===== src/rtl/close_to_b_pkg.sv =====
// Shared types and constants for the A-close-to-B requester.
// The optional PERF_CNT_EN build also uses the saturating increment helper below.
package close_to_b_pkg;

  localparam int CTB_W_DEF   = 12;
  localparam int CTB_TMO_DEF = 1024;

  // One-hot sequencer states; the encoding is visible on Dbg_State.
  typedef enum logic [4:0] {
    ST_IDLE = 5'b00001,
    ST_REQ  = 5'b00010,
    ST_WAIT = 5'b00100,
    ST_ACKW = 5'b01000,
    ST_OUT  = 5'b10000
  } state_t;

  localparam logic [1:0] ERR_OK    = 2'b00;
  localparam logic [1:0] ERR_ORDER = 2'b01;
  localparam logic [1:0] ERR_TMO   = 2'b10;

  function automatic int ctb_cnt_width(input int n);
    return (n < 2) ? 1 : $clog2(n);
  endfunction

  function automatic logic [15:0] sat_inc16(input logic [15:0] v);
    return (v == 16'hFFFF) ? v : v + 16'd1;
  endfunction

endpackage


===== src/rtl/close_to_b_watchdog.sv =====
// WAIT-phase cycle counter with synchronous clear and terminal-count flag.
// The flag rises once the count reaches TMO_CYC-1; the count never runs past it.
module close_to_b_watchdog
  import close_to_b_pkg::*;
#(
  parameter int TMO_CYC = CTB_TMO_DEF,
  parameter int CW      = ctb_cnt_width(TMO_CYC)
) (
  input  logic          i_clk,
  input  logic          i_rst_n,
  input  logic          i_inc,
  input  logic          i_clr,
  output logic [CW-1:0] o_cnt,
  output logic          o_tc
);

  logic [CW-1:0] r_cnt;
  logic          w_tc;

  assign w_tc = (r_cnt == CW'(TMO_CYC - 1));

  always_ff @(posedge i_clk or negedge i_rst_n) begin
    if (!i_rst_n) begin
      r_cnt <= '0;
    end else if (i_clr) begin
      r_cnt <= '0;
    end else if (i_inc && !w_tc) begin
      r_cnt <= r_cnt + 1'b1;
    end
  end

  assign o_cnt = r_cnt;
  assign o_tc  = w_tc;

endmodule


===== src/rtl/close_to_b_requester.sv =====
// Initiator-side sequencer for the A-close-to-B adjust engine: accepts (A,B), drives
// Start/Ack, captures the result and hands it downstream. Optional macro: PERF_CNT_EN.
module close_to_b_requester
  import close_to_b_pkg::*;
#(
  parameter int W       = CTB_W_DEF,
  parameter int TMO_CYC = CTB_TMO_DEF
) (
  input  logic         Clk,
  input  logic         Reset,
  input  logic         In_Valid,
  output logic         In_Ready,
  input  logic [W-1:0] In_A,
  input  logic [W-1:0] In_B,
  output logic         Eng_Start,
  output logic         Eng_Ack,
  output logic [W-1:0] Eng_Ain,
  output logic [W-1:0] Eng_Bin,
  input  logic         Eng_Qi,
  input  logic         Eng_Qc,
  input  logic         Eng_Qd,
  input  logic [W-1:0] Eng_A,
  output logic         Out_Valid,
  input  logic         Out_Ready,
  output logic [W-1:0] Out_A,
  output logic [W-1:0] Out_B,
  output logic [1:0]   Out_Err,
  output logic         Eng_Fault,
  output logic         Busy,
`ifdef PERF_CNT_EN
  output logic [15:0]  Cnt_Ok,
  output logic [15:0]  Cnt_Err,
  output logic [15:0]  Max_Lat,
`endif
  output logic [4:0]   Dbg_State
);

  localparam int CW = ctb_cnt_width(TMO_CYC);

  // Handshakes: a transfer happens on a rising edge where valid && ready; the source
  // holds its payload steady while valid is high and ready is low.
  state_t        r_state;
  logic          r_start;
  logic          r_ack;
  logic          r_fault;
  logic          r_out_valid;
  logic [W-1:0]  r_ain;
  logic [W-1:0]  r_bin;
  logic [W-1:0]  r_out_a;
  logic [W-1:0]  r_out_b;
  logic [1:0]    r_out_err;

  logic          w_in_ready;
  logic          w_accept;
  logic          w_handoff;
  logic          w_wd_inc;
  logic          w_wd_clr;
  logic          w_wd_tc;
  logic [CW-1:0] w_wd_cnt;
  logic          w_unused_sink;

  assign w_in_ready = (r_state == ST_IDLE) && !r_fault;
  assign w_accept   = w_in_ready && In_Valid;
  assign w_handoff  = (r_state == ST_OUT) && Out_Ready;
  assign w_wd_inc   = (r_state == ST_WAIT);
  assign w_wd_clr   = w_handoff;

  close_to_b_watchdog #(
    .TMO_CYC (TMO_CYC),
    .CW      (CW)
  ) u_watchdog (
    .i_clk   (Clk),
    .i_rst_n (Reset),
    .i_inc   (w_wd_inc),
    .i_clr   (w_wd_clr),
    .o_cnt   (w_wd_cnt),
    .o_tc    (w_wd_tc)
  );

  always_ff @(posedge Clk or negedge Reset) begin
    if (!Reset) begin
      r_state     <= ST_IDLE;
      r_start     <= 1'b0;
      r_ack       <= 1'b0;
      r_fault     <= 1'b0;
      r_out_valid <= 1'b0;
      r_ain       <= '0;
      r_bin       <= '0;
      r_out_a     <= '0;
      r_out_b     <= '0;
      r_out_err   <= ERR_OK;
    end else begin
      case (r_state)
        ST_IDLE: begin
          if (w_accept) begin
            r_ain   <= In_A;
            r_bin   <= In_B;
            r_out_b <= In_B;
            if (In_A < In_B) begin
              r_start <= 1'b1;
              r_state <= ST_REQ;
            end else begin
              // A>=B: the engine would never converge, so skip it entirely.
              r_out_a     <= In_A;
              r_out_err   <= ERR_ORDER;
              r_out_valid <= 1'b1;
              r_state     <= ST_OUT;
            end
          end
        end
        ST_REQ: begin
          if (!Eng_Qi) begin
            r_start <= 1'b0;
            r_state <= ST_WAIT;
          end
        end
        ST_WAIT: begin
          if (Eng_Qd) begin
            r_out_a   <= Eng_A;
            r_out_err <= ERR_OK;
            r_ack     <= 1'b1;
            r_state   <= ST_ACKW;
          end else if (w_wd_tc) begin
            // No Ack on timeout: the engine is presumed stuck until reset.
            r_out_a     <= Eng_A;
            r_out_err   <= ERR_TMO;
            r_fault     <= 1'b1;
            r_out_valid <= 1'b1;
            r_state     <= ST_OUT;
          end
        end
        ST_ACKW: begin
          if (Eng_Qi) begin
            r_ack       <= 1'b0;
            r_out_valid <= 1'b1;
            r_state     <= ST_OUT;
          end
        end
        ST_OUT: begin
          if (Out_Ready) begin
            r_out_valid <= 1'b0;
            r_state     <= ST_IDLE;
          end
        end
        default: begin
          r_start     <= 1'b0;
          r_ack       <= 1'b0;
          r_out_valid <= 1'b0;
          r_state     <= ST_IDLE;
        end
      endcase
    end
  end

  assign In_Ready  = w_in_ready;
  assign Eng_Start = r_start && !r_fault;
  assign Eng_Ack   = r_ack && !r_fault;
  assign Eng_Ain   = r_ain;
  assign Eng_Bin   = r_bin;
  assign Out_Valid = r_out_valid;
  assign Out_A     = r_out_a;
  assign Out_B     = r_out_b;
  assign Out_Err   = r_out_err;
  assign Eng_Fault = r_fault;
  assign Busy      = (r_state != ST_IDLE);
  assign Dbg_State = r_state;

`ifdef PERF_CNT_EN
  logic [15:0] r_cnt_ok;
  logic [15:0] r_cnt_err;
  logic [15:0] r_max_lat;
  logic [15:0] w_wd_lat;

  assign w_wd_lat = 16'(w_wd_cnt);

  always_ff @(posedge Clk or negedge Reset) begin
    if (!Reset) begin
      r_cnt_ok  <= '0;
      r_cnt_err <= '0;
      r_max_lat <= '0;
    end else begin
      if (w_handoff) begin
        if (r_out_err == ERR_OK) begin
          r_cnt_ok <= sat_inc16(r_cnt_ok);
        end else begin
          r_cnt_err <= sat_inc16(r_cnt_err);
        end
      end
      if ((r_state == ST_WAIT) && Eng_Qd && (w_wd_lat > r_max_lat)) begin
        r_max_lat <= w_wd_lat;
      end
    end
  end

  assign Cnt_Ok        = r_cnt_ok;
  assign Cnt_Err       = r_cnt_err;
  assign Max_Lat       = r_max_lat;
  assign w_unused_sink = Eng_Qc;
`else
  // Qc carries no decision here; only Qd ends the WAIT phase.
  assign w_unused_sink = Eng_Qc ^ (^w_wd_cnt);
`endif

endmodule


===== config.mk =====
export PLATFORM = sky130hd
export DESIGN_NAME = close_to_b_requester
export DESIGN_NICKNAME = d
export VERILOG_FILES = /design/src/rtl/close_to_b_pkg.sv /design/src/rtl/close_to_b_watchdog.sv /design/src/rtl/close_to_b_requester.sv
export SDC_FILE = /design/constraint.sdc
export NUM_CORES = 1
export LEC_CHECK = 0
export ABC_AREA = 0
export BUFFER_PORTS_ARGS = -buffer_cell sky130_fd_sc_hd__buf_2
export CAP_MARGIN = 5
export CORE_MARGIN = 2
export CORE_UTILIZATION = 40
export CTS_CLUSTER_DIAMETER = 40
export DETAILED_ROUTE_END_ITERATION = 8
export PLACE_DENSITY = 0.7
export RECOVER_POWER = 50
export SLEW_MARGIN = 5
export SYNTH_ARGS = -nofsm -noshare
export SYNTH_HDL_FRONTEND = slang
export SYNTH_SLANG_ARGS = --single-unit

===== constraint.sdc =====
create_clock -name Clk -period 2.1 [get_ports Clk]
set_input_delay 0.21 -clock Clk [delete_from_list [all_inputs] [get_ports Clk]]
set_output_delay 0.21 -clock Clk [all_outputs]
set_load 0.01 [all_outputs]

# Yosys cells after proc, flatten, opt, wreduce, memory -nomap -nowiden
# Cells that the tools add are included.
[totals]
reg_bits = 57
in_bits = 43
output_inout_bits = 61
wordCells = 86
[classes]
n_addsub = 1
order_cmp = 1
eq_ne = 17
n_mux = 34
bitwise = 4
reduce_logical = 19
[ops]
columns = ["operator", "n"]
rows = [
  ["two-way mux 12 bit", 4],
  ["two-way mux 5 bit", 7],
  ["one-hot mux 5 bit (5 select lines)", 1],
  ["one-hot mux 12 bit (2 select lines)", 1],
  ["two-way mux 10 bit", 2],
  ["!= test 2 bit (second input constant)", 8],
  ["less-than comparator 12 bit", 1],
  ["two-way mux 1 bit", 11],
  ["adder 10 x 1 -> 10 bit (second input constant)", 1],
  ["equality test 10 bit (second input constant)", 1],
  ["two-way mux 2 bit", 4],
  ["AND reduction 4 bit", 2],
  ["AND reduction 7 bit", 1],
  ["logical AND 1 bit", 6],
  ["one-hot mux 1 bit (3 select lines)", 2],
  ["AND reduction 3 bit", 2],
  ["OR reduction 3 bit", 2],
  ["equality test 5 x 1 -> 1 bit (second input constant)", 1],
  ["equality test 5 x 2 -> 1 bit (second input constant)", 1],
  ["equality test 5 x 3 -> 1 bit (second input constant)", 1],
  ["equality test 5 x 4 -> 1 bit (second input constant)", 1],
  ["equality test 5 bit (second input constant)", 1],
  ["!= test 5 x 1 -> 1 bit (second input constant)", 1],
  ["one-hot mux 1 bit (5 select lines)", 1],
  ["other kinds (8)", 13],
]

# Logic depth before layout (Yosys ltp)
[logic_depth]
depth_word = 5
ltp_mapped = 8
ltp_nobuf = 7

# Hierarchy
# From an unflattened synthesis, not the netlist that was laid out.
[hier_totals]
cells_unflattened = 312
area_unflattened_um2 = 3171.8
[by_module_without_submodules]
columns = ["mod", "n_inst", "cells_per_inst", "area_each_um2", "seq_area_each_um2"]
rows = [
  ["close_to_b_requester", 1, 255, 2631.3, 1177.4],
  ["close_to_b_watchdog", 1, 57, 540.5, 250.2],
]

# Worst setup path before layout
# OpenSTA, ideal clock, no wires.
[synth_path]
path_type = "reg-to-reg"
startpoint = "register r_state[1], in the netlist Dbg_State[1]"
endpoint = "register r_out_a[10], in the netlist Out_A[10]"
setup_ps = 125
t_arrival_ps = 2041
t_required_ps = 1975
slack_ps = -66
path_stages_with_launch = 8
synth_period_minus_slack_ps = 2166
path_cell_list = "dfrtp_1 -> buf_6 -> or3_4 -> or2_4 -> a22oi_2 -> a21boi_4 -> buf_8 -> mux2_4"
[synth_between]
elab_chain_cells = 5
word_cells_on_any_way = 10
cone_classes = "5 x eq/ne; 1 x mux; 4 x reduce/logical"
[synth_rtl]
columns = ["item", "line_no", "source"]
rows = [
  ["start: declaration", "close_to_b_requester.sv:42", "state_t r_state;"],
  ["start signal: assignment", "close_to_b_requester.sv:82", "r_state <= ST_IDLE;"],
  ["start signal: assignment", "close_to_b_requester.sv:101", "r_state <= ST_REQ;"],
  ["start signal: assignment", "close_to_b_requester.sv:107", "r_state <= ST_OUT;"],
  ["equality test 5 x 1 -> 1 bit", "close_to_b_requester.sv:62, close_to_b_requester.sv:93", ""],
  ["logical AND 1 bit", "close_to_b_requester.sv:62", "assign w_in_ready = (r_state == ST_IDLE) && !r_fault;"],
  ["logical AND 1 bit", "close_to_b_requester.sv:63", "assign w_accept = w_in_ready && In_Valid;"],
  ["!= test 2 bit (no source line)", "-", ""],
  ["AND reduction 4 bit (no source line)", "-", ""],
  ["end signal: assignment", "close_to_b_requester.sv:104", "r_out_a <= In_A;"],
  ["end signal: assignment", "close_to_b_requester.sv:119", "r_out_a <= Eng_A;"],
  ["end signal: assignment", "close_to_b_requester.sv:125", "r_out_a <= Eng_A;"],
  ["end: declaration", "close_to_b_requester.sv:49", "logic [W-1:0] r_out_a;"],
]
# Parallel ways exist; a longest one is shown, timed or not.
# A chain may end at the register's enable or synchronous reset.

# Final worst setup path
[layout_path]
startpoint = "register u_watchdog.r_cnt[1], in the netlist u_watchdog.o_cnt[1]"
endpoint = "register r_out_a[0], in the netlist Out_A[0]"
[layout_between]
elab_chain_cells = 3
[layout_rtl]
columns = ["item", "line_no", "source"]
rows = [
  ["start: declaration", "close_to_b_watchdog.sv:17", "logic [CW-1:0] r_cnt;"],
  ["start signal: assignment", "close_to_b_watchdog.sv:28", "r_cnt <= r_cnt + 1'b1;"],
  ["equality test 10 bit", "close_to_b_watchdog.sv:20", "assign w_tc = (r_cnt == CW'(TMO_CYC - 1));"],
  ["!= test 3 bit (no source line)", "-", ""],
  ["AND reduction 4 bit (no source line)", "-", ""],
]
# No other way between the ends.

==> impl_metrics.py <==
metrics = {
    "run_status": {
        "outcome": "completed",
    },
    "global_route": {
        "grt_pass1_wl_um": 12700,
        "antenna_found_initial": 0,
        "grt_overflow": 0,
        "gr-max-usage-layer": "met2",
        "use_met2": 0.305,
        "grt_pass1_vias": 2577,
        "grt_max_degree": 39,
        "use_met3": 0.0567,
        "met1_usage": 0.262,
        "grtUsageTotal": 0.194,
    },
    "yosys": {
        "synth_cell_types": 49,
        "synthTopCellsByArea": "dfrtp_1 45%, nand2_1 6.8%, mux2_2 6.2%, ha_1 4.8%, mux2_4 4.3%",
        "synth.area.mux_share": 0.105,
        "syn_nets": 372,
        "synth_xor_area_frac": 0.0253,
        "synth_enable_flop_cells": 0,
        "synth_area_sq_um": 3110,
        "syn_inst": 317,
        "async_reset_ff_frac": 1.00,
        "netlist_top_cells_count": "56 x dfrtp_1, 56 x nand2_1, 19 x o21ai_0",
        "syn_area_per_cell_sq_um": 9.82,
        "synth_top_area_share": 0.450,
        "synth_compound_area_frac": 0.104,
        "synth_top_family_by_area": "simple AND/OR/NAND/NOR gates",
        "synthAdderAreaFrac": 0.0483,
        "synth_largest_area_cell": "dfrtp_1",
        "synth_top_flop_cell": "dfrtp_1",
        "ys_ff_latch": 57,
        "yosysWarnings": 0,
        "synth_seq_area_share": 0.459,
        "synthSimpleGateAreaFrac": 0.184,
    },
    "sta": {
        "worst_pin_slew_ps": 1480,
        "fin_crit_sh": 0.971,
        "setup_ws_ps": 61.8,
        "maxSlewHeadroom": 0.0135,
        "final-setup-viol-count": 0,
        "period_minus_slack_ps": 2040,
        "grt_setup_unrepaired": "yes",
        "fmax_ghz": 0.491,
        "hold_violations": 0,
        "skew_ps": 11.1,
        "finalSetupTns_ps": 0,
        "drv_slew": 0,
    },
    "power": {
        "p_int_mw": 3.59,
        "p_seq_frac": 0.347,
        "ir_drop_mv": 0.576,
        "comb_power_share": 0.456,
        "power.density_nw_per_um2": 1430,
        "switching_share": 0.376,
        "pwr-share-clk": 0.197,
        "switchingPower_mw": 2.16,
        "p_leak_nw": 1.93,
    },
    "clock_tree": {
        "path_clk_slew_ps": 60,
        "cts_buffer_depth": 2,
        "cts_sinks": 57,
        "clk-insertion-delay-late_ps": 340,
        "cts.htree.levels": 3,
        "cts_buffers": 9,
        "cts_root_buf": "clkbuf_8",
        "cts_tree": "done",
    },
    "route": {
        "firstDrtPassIters": 4,
        "drcViolationCount": 0,
        "viasPerCell": 4.99,
        "routedWlPerCell_um": 14.7,
        "vias": 2703,
        "finalWirelength_um": 7950,
        "final_antenna_net_count": 0,
        "drtIter0Drc": 129,
    },
    "placed_design": {
        "pre_cts_ws_ps": -112,
        "portBuffers": 102,
        "gp_congestion": 0.862,
        "placed_cell_area_sq_um": 3820,
        "dp_hpwl_um": 5960,
    },
    "setup_path": {
        "r2r_cells": 7,
        "crit_slowest_cell": "dfrtp_1",
        "start_kind": "register",
        "path_cells": "ha_2 -> nand4_1 -> or3_4 -> a22oi_2 -> a21boi_4 -> buf_12 -> mux2_2",
        "end_kind": "register",
        "crit_fanout": 9,
        "path_class": "reg -> reg",
        "worstPathRequired_ps": 2310,
        "critPathArrivalTime_ps": 2250,
        "cp_slowest_stage_delay_ps": 390,
    },
    "layout": {
        "design_area_sq_um": 4020,
        "layout-area-overhead-vs-synth_pct": 29.1,
        "finalNetCount": 490,
        "multiInputGateArea_sq_um": 1460,
        "seq_area_sq_um": 1430,
        "drive_above_1_share": 0.305,
        "fillers": 734,
        "antennaDiodeCount": 0,
    },
    "worst_hold_path": {
        "hold_class": "in -> reg",
        "whs_path_depth": 3,
    },
    "die": {
        "fp.dieW_um": 92.2,
        "initial_core_util": 0.407,
        "die_h_um": 92.2,
        "std_cell_rows": 32,
        "dieArea_sq_um": 8500,
        "core_sq_um": 7650,
        "ios": 104,
    },
    "flow_run": {
        "cap_violations": 0,
    },
}
[final timing paths]
path / start / end / slack [ps]
hold / removal: In_B[11] / Out_B[11] / 150
max in group asynchronous: Reset / Dbg_State[0] / 430
setup reg to reg: u_watchdog.o_cnt[1] / Out_A[0] / 60
min in group asynchronous: Reset / Eng_Ain[9] / 760
hold reg to reg: Eng_Ain[5] / Eng_Ain[5] / 510
setup / recovery: u_watchdog.o_cnt[1] / Out_A[0] / 60
[critical path, delay by kind of cell (launching register included)]
family	cells	cell delay [ps]
AO/OA/AOI/OAI	2	370
adder cells (fa/ha/maj)	1	200
buffers and inverters	1	160
AND/OR/NAND/NOR	2	470
flip-flops	1	390
multiplexers	1	330
[per-layer routing]
layer	up-vias	routed length [um]
li1	1321	-
met1	1276	3710
met2	95	3620
met3	11	520
met4	0	95
met5	-	0
[metrics by stage]
step	std cells	hold WS, ps	util	power, mW
after floorplan	317	-85.6	-	3.79
final	542	148	0.525	5.75
after CTS	541	139	0.531	5.88
after global routing	542	132	0.525	6.16
after detailed placement	524	252	0.500	4.72
after global placement	524	255	0.500	4.63
[power by group through the flow]
stage	clock network, mW	registers (mW)	logic [mW]
after floorplan	0	2.14	1.65
after global placement	0	1.96	2.67
after detailed placement	0	1.99	2.73
after CTS	1.15	1.98	2.75
after global routing	1.22	2.06	2.89
final	1.13	2.00	2.62
[placed cells by master (no fill, tap or decap), drive strengths merged, types with 2 or more instances in the layout]
cell	synthesis	final
dfrtp	56	56
xor2	5	5
nor3	9	9
nand2b	4	4
nand2	56	56
and3	2	2
nand3	7	7
xnor2	4	4
a31oi	2	2
or3	3	3
nand4	6	6
buf	17	82
inv	17	17
ha	12	12
and2	2	2
o21ai	19	19
clkbuf	9	65
a2111oi	2	2
a21oi	11	11
o31ai	2	2
nor4	5	5
mux2	26	26
o22ai	2	2
nor2	18	18
nor2b	4	4
a21o	2	2
[state kept, by name, summed over array words and instances (netlist names)]
signal            flops
Out_Err               2
Eng_Fault             1
Out_B                12
Out_Valid             1
r_start               1
u_watchdog.o_cnt     10
r_ack                 1
Dbg_State             5
Out_A                12
Eng_Ain              12
[logic make-up (layout without fill, tap and decap cells)]
kind of cell,Yosys count,count (layout)
muxes,26,26
adders and majority gates,12,12
buffers and inverters,43,166
DFF,57,57
xor gates and xnor gates,9,9
and+or+nand+nor,121,121
AOI/OAI and AO/OA,49,49
[final cells by class]
| class | instances | share of cell area |
|---|---|---|
| multi-input combinational | 217 | 0.364 |
| sequential | 57 | 0.355 |
| timing repair buffer | 133 | 0.176 |
| clock buffer | 15 | 0.0489 |
| tap | 102 | 0.0318 |
| inverter | 17 | 0.0159 |
| clock inverter | 1 | 0.00747 |
[what timing repair did]
action                     in CTS  in global routing
setup endpoints to repair       1                 13
setup buffers                   0                  1
hold buffers                    1                  0
hold endpoints to repair       25                  0
gates resized for setup         1                  3
Power figures use the tool's default switching activity.
